<file path="src/rtl/cpu_types_pkg.sv">
// Shared CPU types: pipeline controller FSM state and register index.
package cpu_types_pkg;

  typedef logic [4:0] regbits_t;

  typedef enum logic [1:0] {
    RUN    = 2'd0,
    DRAIN  = 2'd1,
    HALTED = 2'd2
  } ctrl_state_t;

endpackage

</file>
<file path="src/rtl/hazard_unit.sv">
// Load-use hazard detect: a load in EX writes a register the ID instruction reads.
module hazard_unit
  import cpu_types_pkg::*;
(
  input  logic     memren_ex,
  input  regbits_t rt_ex,
  input  regbits_t rs_id,
  input  regbits_t rt_id,
  input  logic     uses_rt_id,
  output logic     lu
);

  // r0 is hardwired zero, so a load targeting it never creates a dependency
  assign lu = memren_ex && (rt_ex != '0) &&
              ((rt_ex == rs_id) || (uses_rt_id && (rt_ex == rt_id)));

endmodule

</file>
<file path="src/rtl/pipeline_controller.sv">
// Pipeline sequencer: stage enables/flushes, PC enable, halt drain FSM, perf counters.
module pipeline_controller
  import cpu_types_pkg::*;
#(
  parameter int CNT_W = 32
) (
  input  logic             CLK,
  input  logic             RST,
  input  logic             ihit,
  input  logic             dhit,
  input  logic             dmemren_mem,
  input  logic             dmemwen_mem,
  input  logic             memren_ex,
  input  regbits_t         rt_ex,
  input  regbits_t         rs_id,
  input  regbits_t         rt_id,
  input  logic             uses_rt_id,
  input  logic             redirect_mem,
  input  logic             halt_mem,
  output logic             pc_en,
  output logic             ifid_en,
  output logic             idex_en,
  output logic             exmem_en,
  output logic             memwb_en,
  output logic             flush_ifid,
  output logic             flush_idex,
  output logic             flush_exmem,
  output logic             halted,
  output logic [CNT_W-1:0] stall_count,
  output logic [CNT_W-1:0] flush_count
);

  ctrl_state_t state;
  logic        lu;
  logic        dstall;

  hazard_unit u_hazard (
    .memren_ex  (memren_ex),
    .rt_ex      (rt_ex),
    .rs_id      (rs_id),
    .rt_id      (rt_id),
    .uses_rt_id (uses_rt_id),
    .lu         (lu)
  );

  assign dstall = (dmemren_mem || dmemwen_mem) && !dhit;

  always_comb begin
    pc_en       = 1'b0;
    ifid_en     = 1'b0;
    idex_en     = 1'b0;
    exmem_en    = 1'b0;
    memwb_en    = 1'b0;
    flush_ifid  = 1'b0;
    flush_idex  = 1'b0;
    flush_exmem = 1'b0;
    unique case (state)
      RUN: begin
        if (dstall) begin
          // whole pipe holds while the MEM access retries
        end else if (halt_mem) begin
          {ifid_en, idex_en, exmem_en, memwb_en}  = 4'b1111;
          {flush_ifid, flush_idex, flush_exmem}   = 3'b111;
        end else if (redirect_mem) begin
          {pc_en, ifid_en, idex_en, exmem_en, memwb_en} = 5'b11111;
          {flush_ifid, flush_idex, flush_exmem}         = 3'b111;
        end else if (lu) begin
          {idex_en, exmem_en, memwb_en} = 3'b111;
          flush_idex                    = 1'b1;
        end else if (!ihit) begin
          {ifid_en, idex_en, exmem_en, memwb_en} = 4'b1111;
          flush_ifid                             = 1'b1;
        end else begin
          {pc_en, ifid_en, idex_en, exmem_en, memwb_en} = 5'b11111;
        end
      end
      DRAIN:   memwb_en = 1'b1;
      HALTED:  ;
      default: ;
    endcase
  end

  always_ff @(posedge CLK) begin
    if (RST) begin
      state       <= RUN;
      halted      <= 1'b0;
      stall_count <= '0;
      flush_count <= '0;
    end else begin
      unique case (state)
        RUN: begin
          if (!pc_en && !(&stall_count))
            stall_count <= stall_count + 1'b1;
          if (redirect_mem && !dstall && !(&flush_count))
            flush_count <= flush_count + 1'b1;
          if (halt_mem && !dstall)
            state <= DRAIN;
        end
        DRAIN: begin
          state  <= HALTED;
          halted <= 1'b1;
        end
        HALTED:  state <= HALTED;
        default: state <= RUN;
      endcase
    end
  end

  // halt and redirect resolving in the same MEM slot cannot come from a legal program
  a_no_halt_redirect: assert property (@(posedge CLK) disable iff (RST)
    !(halt_mem && redirect_mem));

endmodule

</file>
<file path="config.mk">
export PLATFORM = sky130hd
export DESIGN_NAME = pipeline_controller
export DESIGN_NICKNAME = d
export VERILOG_FILES = /design/src/rtl/cpu_types_pkg.sv /design/src/rtl/hazard_unit.sv /design/src/rtl/pipeline_controller.sv
export SDC_FILE = /design/constraint.sdc
export NUM_CORES = 1
export LEC_CHECK = 0
export BUFFER_PORTS_ARGS = -buffer_cell sky130_fd_sc_hd__clkbuf_2
export CAP_MARGIN = 15
export CORE_UTILIZATION = 47
export CTS_CLUSTER_DIAMETER = 100
export DETAILED_ROUTE_END_ITERATION = 6
export GPL_ROUTABILITY_DRIVEN = 0
export MAX_ROUTING_LAYER = met4
export PLACE_DENSITY = 0.82
export SYNTH_ARGS = -nofsm -noshare
export SYNTH_HDL_FRONTEND = slang
export SYNTH_SLANG_ARGS = --single-unit
</file>
<file path="constraint.sdc">
create_clock -name CLK -period 4.7 [get_ports CLK]
set_input_delay 1.41 -clock CLK [delete_from_list [all_inputs] [get_ports CLK]]
set_output_delay 1.41 -clock CLK [all_outputs]
set_load 0.05 [all_outputs]
</file>
* Word-level counts from Yosys, hierarchy flattened
Index checks and enable logic that the tools add are counted.
** Operators by class
- Add/sub/neg operators :: 2
- Eq/ne operators :: 5
- Mux-type cells :: 31
- Reductions and logical operators :: 22
** Operators with widths (number)
- adder 32 x 1 -> 32 bit (second input constant) :: 2
- AND reduction 32 bit :: 2
- 2-to-1 mux 1 bit :: 28
- equality test 5 bit :: 2
- logical AND 1 bit :: 8
- logical NOT 1 bit :: 5
- nonzero test 5 bit :: 1
- one-hot mux 2 bit (2 select lines) :: 1
- AND reduction 2 bit :: 2
- equality test 2 x 1 -> 1 bit (second input constant) :: 1
- equality test 2 bit (second input constant) :: 1
- logical NOT 2 bit :: 1
- logical OR 1 bit :: 2
- 2-to-1 mux 2 bit :: 1
- != test 2 bit (second input constant) :: 1
- one-hot mux 1 bit (2 select lines) :: 1
- OR reduction 2 bit :: 1
** Word-level totals
- Register bits :: 67
- Input port bits :: 25
- Output and inout bits :: 73
- Logic and storage cells :: 64

* Longest topological paths before layout
Gate-level depths: netlist of the first run.
- Depth after elaboration :: 12
- Depth in mapped cells :: 10
- Mapped depth without buffers :: 8

* Hierarchy
Synthesis of the first run repeated with hierarchy kept, for this count alone.
** Unflattened totals
- Cells, all modules :: 410
- Area total of the unflattened synthesis :: 3548.4 µm²
** By module, submodules not included
- pipeline_controller :: times used 1, cells each 393, area each 3415.8 µm², seq. area each 1341.3 µm²
- hazard_unit :: times used 1, cells each 17, area each 132.6 µm², seq. area each 0.0 µm²

* Worst setup path after synthesis of the first run
OpenSTA, ideal clock, no wires.
- Kind :: input port to output port
- Start point :: in rt_ex[0]
- End point :: out flush_ifid
- Data arrival time :: 3.427 ns
- Data required time :: 3.290 ns
- Path slack :: -0.137 ns
- Cell stages on the path :: 5
- Buffers on the path :: 0
- Cells stage by stage :: or4_1 > o21ai_1 > nand2b_1 > nand2_1 > o21ai_0
** On the way
- Word-level cells in the longest chain between the ends :: 9
- Elaborated cells between the ends (all ways) :: 12
- Classes of those cells :: eq/ne: 2; mux: 5; reduce/logical: 5
** RTL lines
- from (decl) :: RTL line pipeline_controller.sv:14 : input regbits_t rt_ex,
- equality test 5 bit :: RTL line hazard_unit.sv:15 : ((rt_ex == rs_id) || (uses_rt_id && (rt_ex == rt_id)));
- logical AND 1 bit :: RTL line hazard_unit.sv:15
- logical OR 1 bit :: RTL line hazard_unit.sv:15
- logical AND 1 bit (*) :: RTL line hazard_unit.sv:14 : assign lu = memren_ex && (rt_ex != '0) &&
- 2-to-1 mux 1 bit (*) :: RTL line pipeline_controller.sv:67 : end else if (lu) begin
- 2-to-1 mux 1 bit (*) :: RTL line pipeline_controller.sv:64 : end else if (redirect_mem) begin
- 2-to-1 mux 1 bit (*) :: RTL line pipeline_controller.sv:61 : end else if (halt_mem) begin
- 2-to-1 mux 1 bit (*) :: RTL line pipeline_controller.sv:59 : if (dstall) begin
- 2-to-1 mux 1 bit (*) :: RTL line pipeline_controller.sv:57 : unique case (state)
- to (decl) :: RTL line pipeline_controller.sv:25 : output logic flush_ifid,
Every way passes the cells marked *; elsewhere a longest branch is shown, timed or not.

* Final worst setup path of the first run
- Start point :: in rt_ex[0]
- End point :: out pc_en
** On the way
- Word-level cells in the longest chain between the ends :: 9
- Elaborated cells between the ends (all ways) :: 12
- Classes of those cells :: eq/ne: 2; mux: 5; reduce/logical: 5
** RTL lines
- equality test 5 bit :: RTL line hazard_unit.sv:15
- logical AND 1 bit :: RTL line hazard_unit.sv:15
- logical OR 1 bit :: RTL line hazard_unit.sv:15
- logical AND 1 bit (*) :: RTL line hazard_unit.sv:14
- 2-to-1 mux 1 bit (*) :: RTL line pipeline_controller.sv:67
- 2-to-1 mux 1 bit (*) :: RTL line pipeline_controller.sv:64
- 2-to-1 mux 1 bit (*) :: RTL line pipeline_controller.sv:61
- 2-to-1 mux 1 bit (*) :: RTL line pipeline_controller.sv:59
- 2-to-1 mux 1 bit (*) :: RTL line pipeline_controller.sv:57
- to (decl) :: RTL line pipeline_controller.sv:20 : output logic pc_en,
Marked as above.

==> impl_metrics.xml, run 1 <==
<?xml version="1.0" encoding="UTF-8"?>
<metrics>
  <group name="run_status">
    <metric name="run_status" unit="">complete, no violations</metric>
  </group>
  <group name="worst_setup_path">
    <metric name="critPathMaxFanout" unit="">3</metric>
    <metric name="worst-setup-path-type" unit="">in -&gt; out</metric>
    <metric name="crit_required" unit="ns">3.29</metric>
    <metric name="setup.worst_path.end_class" unit="">primary output</metric>
    <metric name="critical-path-max-stage-delay" unit="ns">0.52</metric>
    <metric name="arrival" unit="ns">3.07</metric>
    <metric name="crit_top_cell" unit="">clkbuf_2</metric>
    <metric name="path_cells" unit="">clkbuf_2 &gt; or4_1 &gt; o21ai_1 &gt; nand2b_1 &gt; a21oi_1 &gt; nor3_2 &gt; clkbuf_2</metric>
    <metric name="startpoint_type" unit="">input pin</metric>
    <metric name="library_cell_contributing_the_largest_single_delay_on_the_critical_path" unit="">or4_1</metric>
  </group>
  <group name="clocking">
    <metric name="post-cts-setup-buffer-count" unit="">0</metric>
    <metric name="cts_hold_buf" unit="">0</metric>
    <metric name="tritoncts_clock_tree" unit="">built</metric>
    <metric name="clk_root_buffer_cell" unit="">clkbuf_8</metric>
    <metric name="clkSlewWorstSetupHoldPaths" unit="ns">0.06</metric>
    <metric name="numClockSinks" unit="">67</metric>
    <metric name="post_cts.resized_instances" unit="">0</metric>
    <metric name="cts_inserted_buffers" unit="">9</metric>
    <metric name="htree_num_levels" unit="">3</metric>
    <metric name="worst_skew_pair.late_latency" unit="ns">0.34</metric>
    <metric name="ctsLongestPathBuffers" unit="">2</metric>
  </group>
  <group name="timing">
    <metric name="slew-limit-headroom" unit="">0.2675</metric>
    <metric name="rsz_0062_raised_after_global_routing" unit="">no</metric>
    <metric name="fmaxAchievable" unit="MHz">223.3</metric>
    <metric name="finalClockSkew" unit="ns">0.01248</metric>
    <metric name="finalHoldWorstSlack" unit="ns">0.4791</metric>
    <metric name="finalSetupTns" unit="ns">0</metric>
    <metric name="drv_slew" unit="">0</metric>
    <metric name="worst_margin_slew" unit="ns">1.099</metric>
    <metric name="finalWorstSetupSlack" unit="ns">0.2217</metric>
    <metric name="setup_violations_final" unit="">0</metric>
    <metric name="hold_violations" unit="">0</metric>
    <metric name="post-route-period-util" unit="">0.9528</metric>
    <metric name="min_cycle_time_layout" unit="ns">4.478</metric>
  </group>
  <group name="global_route">
    <metric name="grt_antenna_before_repair" unit="">0</metric>
    <metric name="grt_max_degree" unit="">54</metric>
    <metric name="first_global_vias" unit="">3512</metric>
    <metric name="global_route.overflow_total" unit="">0</metric>
    <metric name="grt_pass1_wl" unit="mm">15.83</metric>
    <metric name="global_route.usage.total" unit="">0.2399</metric>
  </group>
  <group name="yosys">
    <metric name="synth.cell_area" unit="um^2">3699</metric>
    <metric name="yosys_most_used_dff" unit="">dfxtp_1</metric>
    <metric name="synthDominantCellAreaShare" unit="">0.3627</metric>
    <metric name="synthDistinctLibCells" unit="">54</metric>
    <metric name="synth_enable_flop_cells" unit="">0</metric>
    <metric name="postSynthAreaPerCell" unit="um^2">8.293</metric>
    <metric name="synth-seq-cells" unit="">67</metric>
    <metric name="synth_async_sr_flop_share" unit="">0</metric>
    <metric name="synth_largest_area_cell" unit="">dfxtp_1</metric>
    <metric name="synth.yosys.warnings" unit="">0</metric>
    <metric name="synth-seq-area-share" unit="">0.3627</metric>
    <metric name="netlist_top_cells_area" unit="">dfxtp_1 (36%), xnor2_1 (6.6%), a21oi_1 (4.7%), nor2_1 (4.5%), o31ai_1 (3.9%)</metric>
    <metric name="postSynthNetCount" unit="">475</metric>
    <metric name="synthesis.instances" unit="">446</metric>
  </group>
  <group name="pwr">
    <metric name="net-switching-power" unit="uW">365.0</metric>
    <metric name="p_clk_frac" unit="">0.434</metric>
    <metric name="power_density" unit="nW/um^2">300.4</metric>
    <metric name="p_sw_frac" unit="">0.2719</metric>
    <metric name="internal_power" unit="uW">977.3</metric>
    <metric name="p_leak" unit="nW">1.640</metric>
    <metric name="power_frac_comb" unit="">0.131</metric>
    <metric name="p_total" unit="mW">1.342</metric>
    <metric name="maximum_vdd_drop" unit="mV">0.1781</metric>
    <metric name="power.share.sequential" unit="">0.435</metric>
  </group>
  <group name="placed_design">
    <metric name="place_area" unit="um^2">4227</metric>
    <metric name="post-place-ws" unit="ns">0.2627</metric>
    <metric name="dp.cells" unit="">627</metric>
    <metric name="numPortBuffers" unit="">97</metric>
    <metric name="detailedPlacementHpwl" unit="mm">6.776</metric>
  </group>
  <group name="cells_and_area">
    <metric name="insertedDiodeCount" unit="">0</metric>
    <metric name="final_layout_size_suffix_gt1_frac" unit="">0.2518</metric>
    <metric name="finalNetCount" unit="">568</metric>
    <metric name="syn2layout_area_growth" unit="%">20.81</metric>
    <metric name="final_core_utilization" unit="">0.6000</metric>
    <metric name="post_layout_cell_count" unit="">643</metric>
    <metric name="mostFrequentLayoutCell" unit="">clkbuf_2</metric>
    <metric name="fillers" unit="">698</metric>
    <metric name="top_library_cells_by_usage_in_the_layout_fill_and_taps_aside" unit="">clkbuf_2 (97), dfxtp_1 (67), nor2_1 (44)</metric>
    <metric name="postLayoutCellArea" unit="um^2">4468</metric>
  </group>
  <group name="detailed_routing">
    <metric name="drt_pass1_iterations" unit="">4</metric>
    <metric name="drc" unit="">0</metric>
    <metric name="finalWirelength" unit="mm">9.329</metric>
    <metric name="routed_via_density" unit="">5.858</metric>
    <metric name="route.antenna.remaining_nets" unit="">0</metric>
    <metric name="detailroute.via_count" unit="">3767</metric>
    <metric name="routed_length_per_instance" unit="um">14.51</metric>
    <metric name="drt_first_iter_violations" unit="">169</metric>
  </group>
  <group name="die">
    <metric name="floorplan.initialDensity" unit="">0.4966</metric>
    <metric name="die_w" unit="um">90.71</metric>
    <metric name="die-height" unit="um">90.71</metric>
    <metric name="design.core.area" unit="um^2">7447</metric>
    <metric name="fp_rows" unit="">31</metric>
    <metric name="dieArea" unit="um^2">8228</metric>
    <metric name="floorplan.io_pins" unit="">98</metric>
  </group>
  <group name="worst_hold_path">
    <metric name="hp-class" unit="">reg -&gt; reg</metric>
  </group>
  <group name="flow_run">
    <metric name="max-cap-violations" unit="">0</metric>
  </group>
</metrics>
-- registers in the layout (all words and copies together) (netlist names) --
name and cells:
stall_count 32, state 2, flush_count 32, halted 1
-- cells in the mapped netlist, drive strengths merged, types with 4 or more instances --
| cell type | count |
|---|---|
| and2 | 4 |
| o21ai | 19 |
| nand4 | 19 |
| clkbuf | 6 |
| o31ai | 19 |
| buf | 10 |
| dfxtp | 67 |
| a21oi | 35 |
| or3 | 11 |
| inv | 17 |
| ha | 4 |
| or4 | 20 |
| xor2 | 10 |
| nand3 | 22 |
| nand2 | 37 |
| and3 | 8 |
| nand2b | 4 |
| nor2 | 44 |
| and4 | 10 |
| nor4 | 8 |
| xnor2 | 28 |
| nor3 | 13 |
-- worst paths after layout --
kind              cells past startpoint       startpoint               to  slack (ns)
setup / recovery                      7         rt_ex[0]            pc_en        0.22
hold / removal                        2           halted           halted        0.48
setup reg to reg                      6  stall_count[16]  stall_count[10]        2.20
hold reg to reg                       2           halted           halted        0.48
-- power by group through the flow --
| stage | registers (mW) | logic [mW] | clock network, mW |
|---|---|---|---|
| after floorplan | 0.620 | 0.109 | 0 |
| after detailed placement | 0.597 | 0.175 | 0 |
| after CTS | 0.584 | 0.177 | 0.592 |
| after global placement | 0.597 | 0.172 | 0 |
| final | 0.584 | 0.175 | 0.583 |
| after global routing | 0.585 | 0.189 | 0.620 |
-- metal layers --
layer / wire (um) / GRT usage / up-vias
met4: 206 / 0.08871 / 0
met5: 0 / - / -
met2: 4671 / 0.4059 / 118
met1: 3873 / 0.2683 / 1801
met3: 577 / 0.06734 / 20
li1: - / - / 1828
-- worst max-delay path: cells and delay by family --
kind / cells / cell delay [ns]
simple gates: 3 / 0.84
compound gates: 2 / 0.41
buf+inv: 2 / 0.41
-- kinds of logic after synthesis --
kind of cell / Yosys count / share of synthesized area
flip-flops: 67 / 0.3627
multiplexers: 5 / 0.01455
buffers and inverters: 34 / 0.04465
AND/OR/NAND/NOR: 211 / 0.3254
adder cells (fa/ha/maj): 4 / 0.01353
AO/OA/AOI/OAI: 87 / 0.1492
XOR/XNOR: 38 / 0.08999
-- final cells by class --
| type | count | area, um^2 | area share |
|---|---|---|---|
| Timing Repair Buffer | 99 | 500.5 | 0.1120 |
| Multi-Input combinational cell | 345 | 2197 | 0.4917 |
| Inverter | 17 | 63.81 | 0.01428 |
| Sequential cell | 67 | 1341 | 0.3002 |
| Tap cell | 99 | 123.9 | 0.02772 |
| Clock inverter | 6 | 113.9 | 0.02548 |
| Clock buffer | 10 | 127.6 | 0.02856 |
Note: power is estimated with default switching activity, not from simulation.
==> run 2, diff against run 1 <==
--- a/config.mk
+++ b/config.mk
@@ -5,6 +5,7 @@
 export SDC_FILE = /design/constraint.sdc
 export NUM_CORES = 1
 export LEC_CHECK = 0
+export ABC_AREA = 1
 export BUFFER_PORTS_ARGS = -buffer_cell sky130_fd_sc_hd__clkbuf_2
 export CAP_MARGIN = 15
 export CORE_UTILIZATION = 47
@@ -12,7 +13,7 @@
 export DETAILED_ROUTE_END_ITERATION = 6
 export GPL_ROUTABILITY_DRIVEN = 0
 export MAX_ROUTING_LAYER = met4
-export PLACE_DENSITY = 0.82
+export PLACE_DENSITY = 0.8
 export SYNTH_ARGS = -nofsm -noshare
 export SYNTH_HDL_FRONTEND = slang
 export SYNTH_SLANG_ARGS = --single-unit
==> run 2 against run 1 <==
  * Cell area rose by 18%
  * Clock skew fell by 0.0051 ns
  * Die area is 23% higher
  * Critical path type unchanged
==> impl_metrics.xml, run 2 <==
<?xml version="1.0" encoding="UTF-8"?>
<metrics>
  <group name="run_status">
    <metric name="run_status" unit="">complete, no violations</metric>
  </group>
  <group name="die">
    <metric name="floorplan.io_pins" unit="">98</metric>
    <metric name="design.core.area" unit="um^2">9328</metric>
    <metric name="die_w" unit="um">100.7</metric>
    <metric name="die-height" unit="um">100.7</metric>
    <metric name="floorplan.initialDensity" unit="">0.4912</metric>
    <metric name="dieArea" unit="um^2">10150</metric>
    <metric name="fp_rows" unit="">35</metric>
  </group>
  <group name="clocking">
    <metric name="post-cts-setup-buffer-count" unit="">0</metric>
    <metric name="htree_num_levels" unit="">3</metric>
    <metric name="tritoncts_clock_tree" unit="">built</metric>
    <metric name="cts_inserted_buffers" unit="">9</metric>
    <metric name="ctsLongestPathBuffers" unit="">2</metric>
    <metric name="clkSlewWorstSetupHoldPaths" unit="ns">0.07</metric>
    <metric name="worst_skew_pair.late_latency" unit="ns">0.35</metric>
    <metric name="numClockSinks" unit="">67</metric>
    <metric name="post_cts.resized_instances" unit="">0</metric>
    <metric name="cts_hold_buf" unit="">0</metric>
    <metric name="clk_root_buffer_cell" unit="">clkbuf_8</metric>
  </group>
  <group name="cells_and_area">
    <metric name="finalNetCount" unit="">815</metric>
    <metric name="postLayoutCellArea" unit="um^2">5274</metric>
    <metric name="syn2layout_area_growth" unit="%">15.10</metric>
    <metric name="regArea" unit="um^2">1341</metric>
    <metric name="mostFrequentLayoutCell" unit="">nand2_1</metric>
    <metric name="final_core_utilization" unit="">0.5654</metric>
    <metric name="fillers" unit="">944</metric>
    <metric name="final_layout_size_suffix_gt1_frac" unit="">0.2316</metric>
    <metric name="multiInputGateArea" unit="um^2">2814</metric>
    <metric name="insertedDiodeCount" unit="">0</metric>
    <metric name="post_layout_cell_count" unit="">919</metric>
    <metric name="top_library_cells_by_usage_in_the_layout_fill_and_taps_aside" unit="">nand2_1 (197), clkbuf_2 (97), nor2_1 (72)</metric>
    <metric name="top_regs" unit="">flush_count x32, stall_count x32, state x2</metric>
  </group>
  <group name="global_route">
    <metric name="global_route.overflow_total" unit="">0</metric>
    <metric name="grt_antenna_before_repair" unit="">0</metric>
    <metric name="grt_pass1_wl" unit="mm">19.09</metric>
    <metric name="first_global_vias" unit="">4170</metric>
    <metric name="global_route.usage.total" unit="">0.2421</metric>
    <metric name="grt_max_degree" unit="">44</metric>
  </group>
  <group name="detailed_routing">
    <metric name="maxUsedRoutingLayer" unit="">met4</metric>
    <metric name="routed_length_per_instance" unit="um">12.40</metric>
    <metric name="drt_first_iter_violations" unit="">327</metric>
    <metric name="drt_pass1_iterations" unit="">4</metric>
    <metric name="route.antenna.remaining_nets" unit="">0</metric>
    <metric name="detailroute.via_count" unit="">4644</metric>
    <metric name="met3RoutedLength" unit="um">674</metric>
    <metric name="met2WireLength" unit="mm">5.242</metric>
    <metric name="finalWirelength" unit="mm">11.40</metric>
    <metric name="routed_via_density" unit="">5.053</metric>
    <metric name="met1Wirelength" unit="mm">5.358</metric>
    <metric name="drc" unit="">0</metric>
  </group>
  <group name="placed_design">
    <metric name="place_area" unit="um^2">5091</metric>
    <metric name="numPortBuffers" unit="">97</metric>
    <metric name="dp.cells" unit="">904</metric>
    <metric name="detailedPlacementHpwl" unit="mm">8.456</metric>
  </group>
  <group name="pwr">
    <metric name="maximum_vdd_drop" unit="mV">0.1477</metric>
    <metric name="p_leak" unit="nW">2.155</metric>
    <metric name="p_total" unit="mW">1.355</metric>
    <metric name="power_density" unit="nW/um^2">256.9</metric>
  </group>
  <group name="timing">
    <metric name="setup_violations_final" unit="">0</metric>
    <metric name="slew-limit-headroom" unit="">0.3701</metric>
    <metric name="finalClockSkew" unit="ns">0.007428</metric>
    <metric name="finalSetupTns" unit="ns">0</metric>
    <metric name="post-route-period-util" unit="">0.8294</metric>
    <metric name="fmaxAchievable" unit="MHz">256.5</metric>
    <metric name="rsz_0062_raised_after_global_routing" unit="">no</metric>
    <metric name="hold_violations" unit="">0</metric>
    <metric name="worst_margin_slew" unit="ns">0.9438</metric>
    <metric name="drv_slew" unit="">0</metric>
    <metric name="min_cycle_time_layout" unit="ns">3.898</metric>
  </group>
  <group name="yosys">
    <metric name="synth_largest_area_cell" unit="">dfxtp_1</metric>
    <metric name="synth-seq-area-share" unit="">0.2927</metric>
    <metric name="synth.cell_area" unit="um^2">4582</metric>
    <metric name="synthDistinctLibCells" unit="">30</metric>
    <metric name="synthesis.instances" unit="">699</metric>
    <metric name="postSynthAreaPerCell" unit="um^2">6.555</metric>
    <metric name="synth.yosys.warnings" unit="">0</metric>
    <metric name="synth-seq-cells" unit="">67</metric>
    <metric name="postSynthNetCount" unit="">728</metric>
    <metric name="synth_enable_flop_cells" unit="">0</metric>
    <metric name="yosysMostFrequentCell" unit="">nand2_1</metric>
    <metric name="synthDominantCellAreaShare" unit="">0.2927</metric>
    <metric name="netlist_top_cells_count" unit="">nand2_1 (197), nor2_1 (73), inv_1 (68), dfxtp_1 (67), nand3_1 (52)</metric>
    <metric name="yosys_most_used_dff" unit="">dfxtp_1</metric>
    <metric name="synth_async_sr_flop_share" unit="">0</metric>
    <metric name="netlist_top_cells_area" unit="">dfxtp_1 (29%), nand2_1 (16%), xor2_1 (7.1%), nor2_1 (6.0%), nand3_1 (5.7%)</metric>
  </group>
  <group name="worst_setup_path">
    <metric name="setup.worst_path.end_class" unit="">primary output</metric>
    <metric name="crit_required" unit="ns">3.29</metric>
    <metric name="critPathMaxFanout" unit="">5</metric>
    <metric name="worst-setup-path-type" unit="">in -&gt; out</metric>
    <metric name="startpoint_type" unit="">input pin</metric>
    <metric name="arrival" unit="ns">2.49</metric>
  </group>
  <group name="worst_hold_path">
    <metric name="hp-class" unit="">reg -&gt; reg</metric>
  </group>
  <group name="flow_run">
    <metric name="max-cap-violations" unit="">0</metric>
  </group>
</metrics>
[run 2: critical path: stages]
cell	delay, ns
clkbuf_2	0.08
nor2_1	0.09
nor2_1	0.08
nor2_2	0.16
inv_1	0.11
a21oi_2	0.13
inv_1	0.07
o21ai_1	0.07
clkbuf_2	0.29
[run 2: where the power goes]
| group | internal (mW) | switching, mW | leakage (nW) |
|---|---|---|---|
| combinational | 0.0626 | 0.232 | 1.53 |
| clock | 0.240 | 0.227 | 0.0881 |
| sequential | 0.579 | 0.0135 | 0.541 |
[run 2: stage by stage]
step                      hold WS (ns)  worst slack [ns]
final                           0.4957            0.8020
after global routing            0.5211            0.6211
after CTS                       0.4995            0.7863
after detailed placement        0.4892            0.7865
after global placement          0.4514            0.8047
after floorplan                 0.4560           -0.1137
[run 2: cell families (layout without fill, tap and decap cells)]
logic type	count (synthesis)	after routing	synth area share
fa+ha+maj	4	4	0.01092
buf+inv	95	186	0.09448
compound gates	69	69	0.09175
simple gates	410	410	0.4069
flops	67	67	0.2927
xor+xnor	54	54	0.1032
[run 2: layout make-up]
type	count	share of cell area
flip-flops and latches	67	0.2543
inverters	71	0.05053
repair buffers	100	0.09632
clock buffers	10	0.02420
clock inverters	5	0.01044
multi-input cells	537	0.5336
well taps	129	0.03061
[run 2: layer usage]
metal | global-route usage | vias up
met5 | - | -
met4 | 0.05797 | 0
met3 | 0.04993 | 13
met2 | 0.3930 | 151
met1 | 0.3089 | 2082
li1 | - | 2398
[run 2: final timing paths]
check / startpoint / end / slack (ns) / cells after the start
min reg2reg: state[1] / state[1] / 0.50 / 2
max: dmemwen_mem / flush_ifid / 0.80 / 9
min: state[1] / state[1] / 0.50 / 2
max reg2reg: flush_count[0] / flush_count[17] / 1.92 / 13
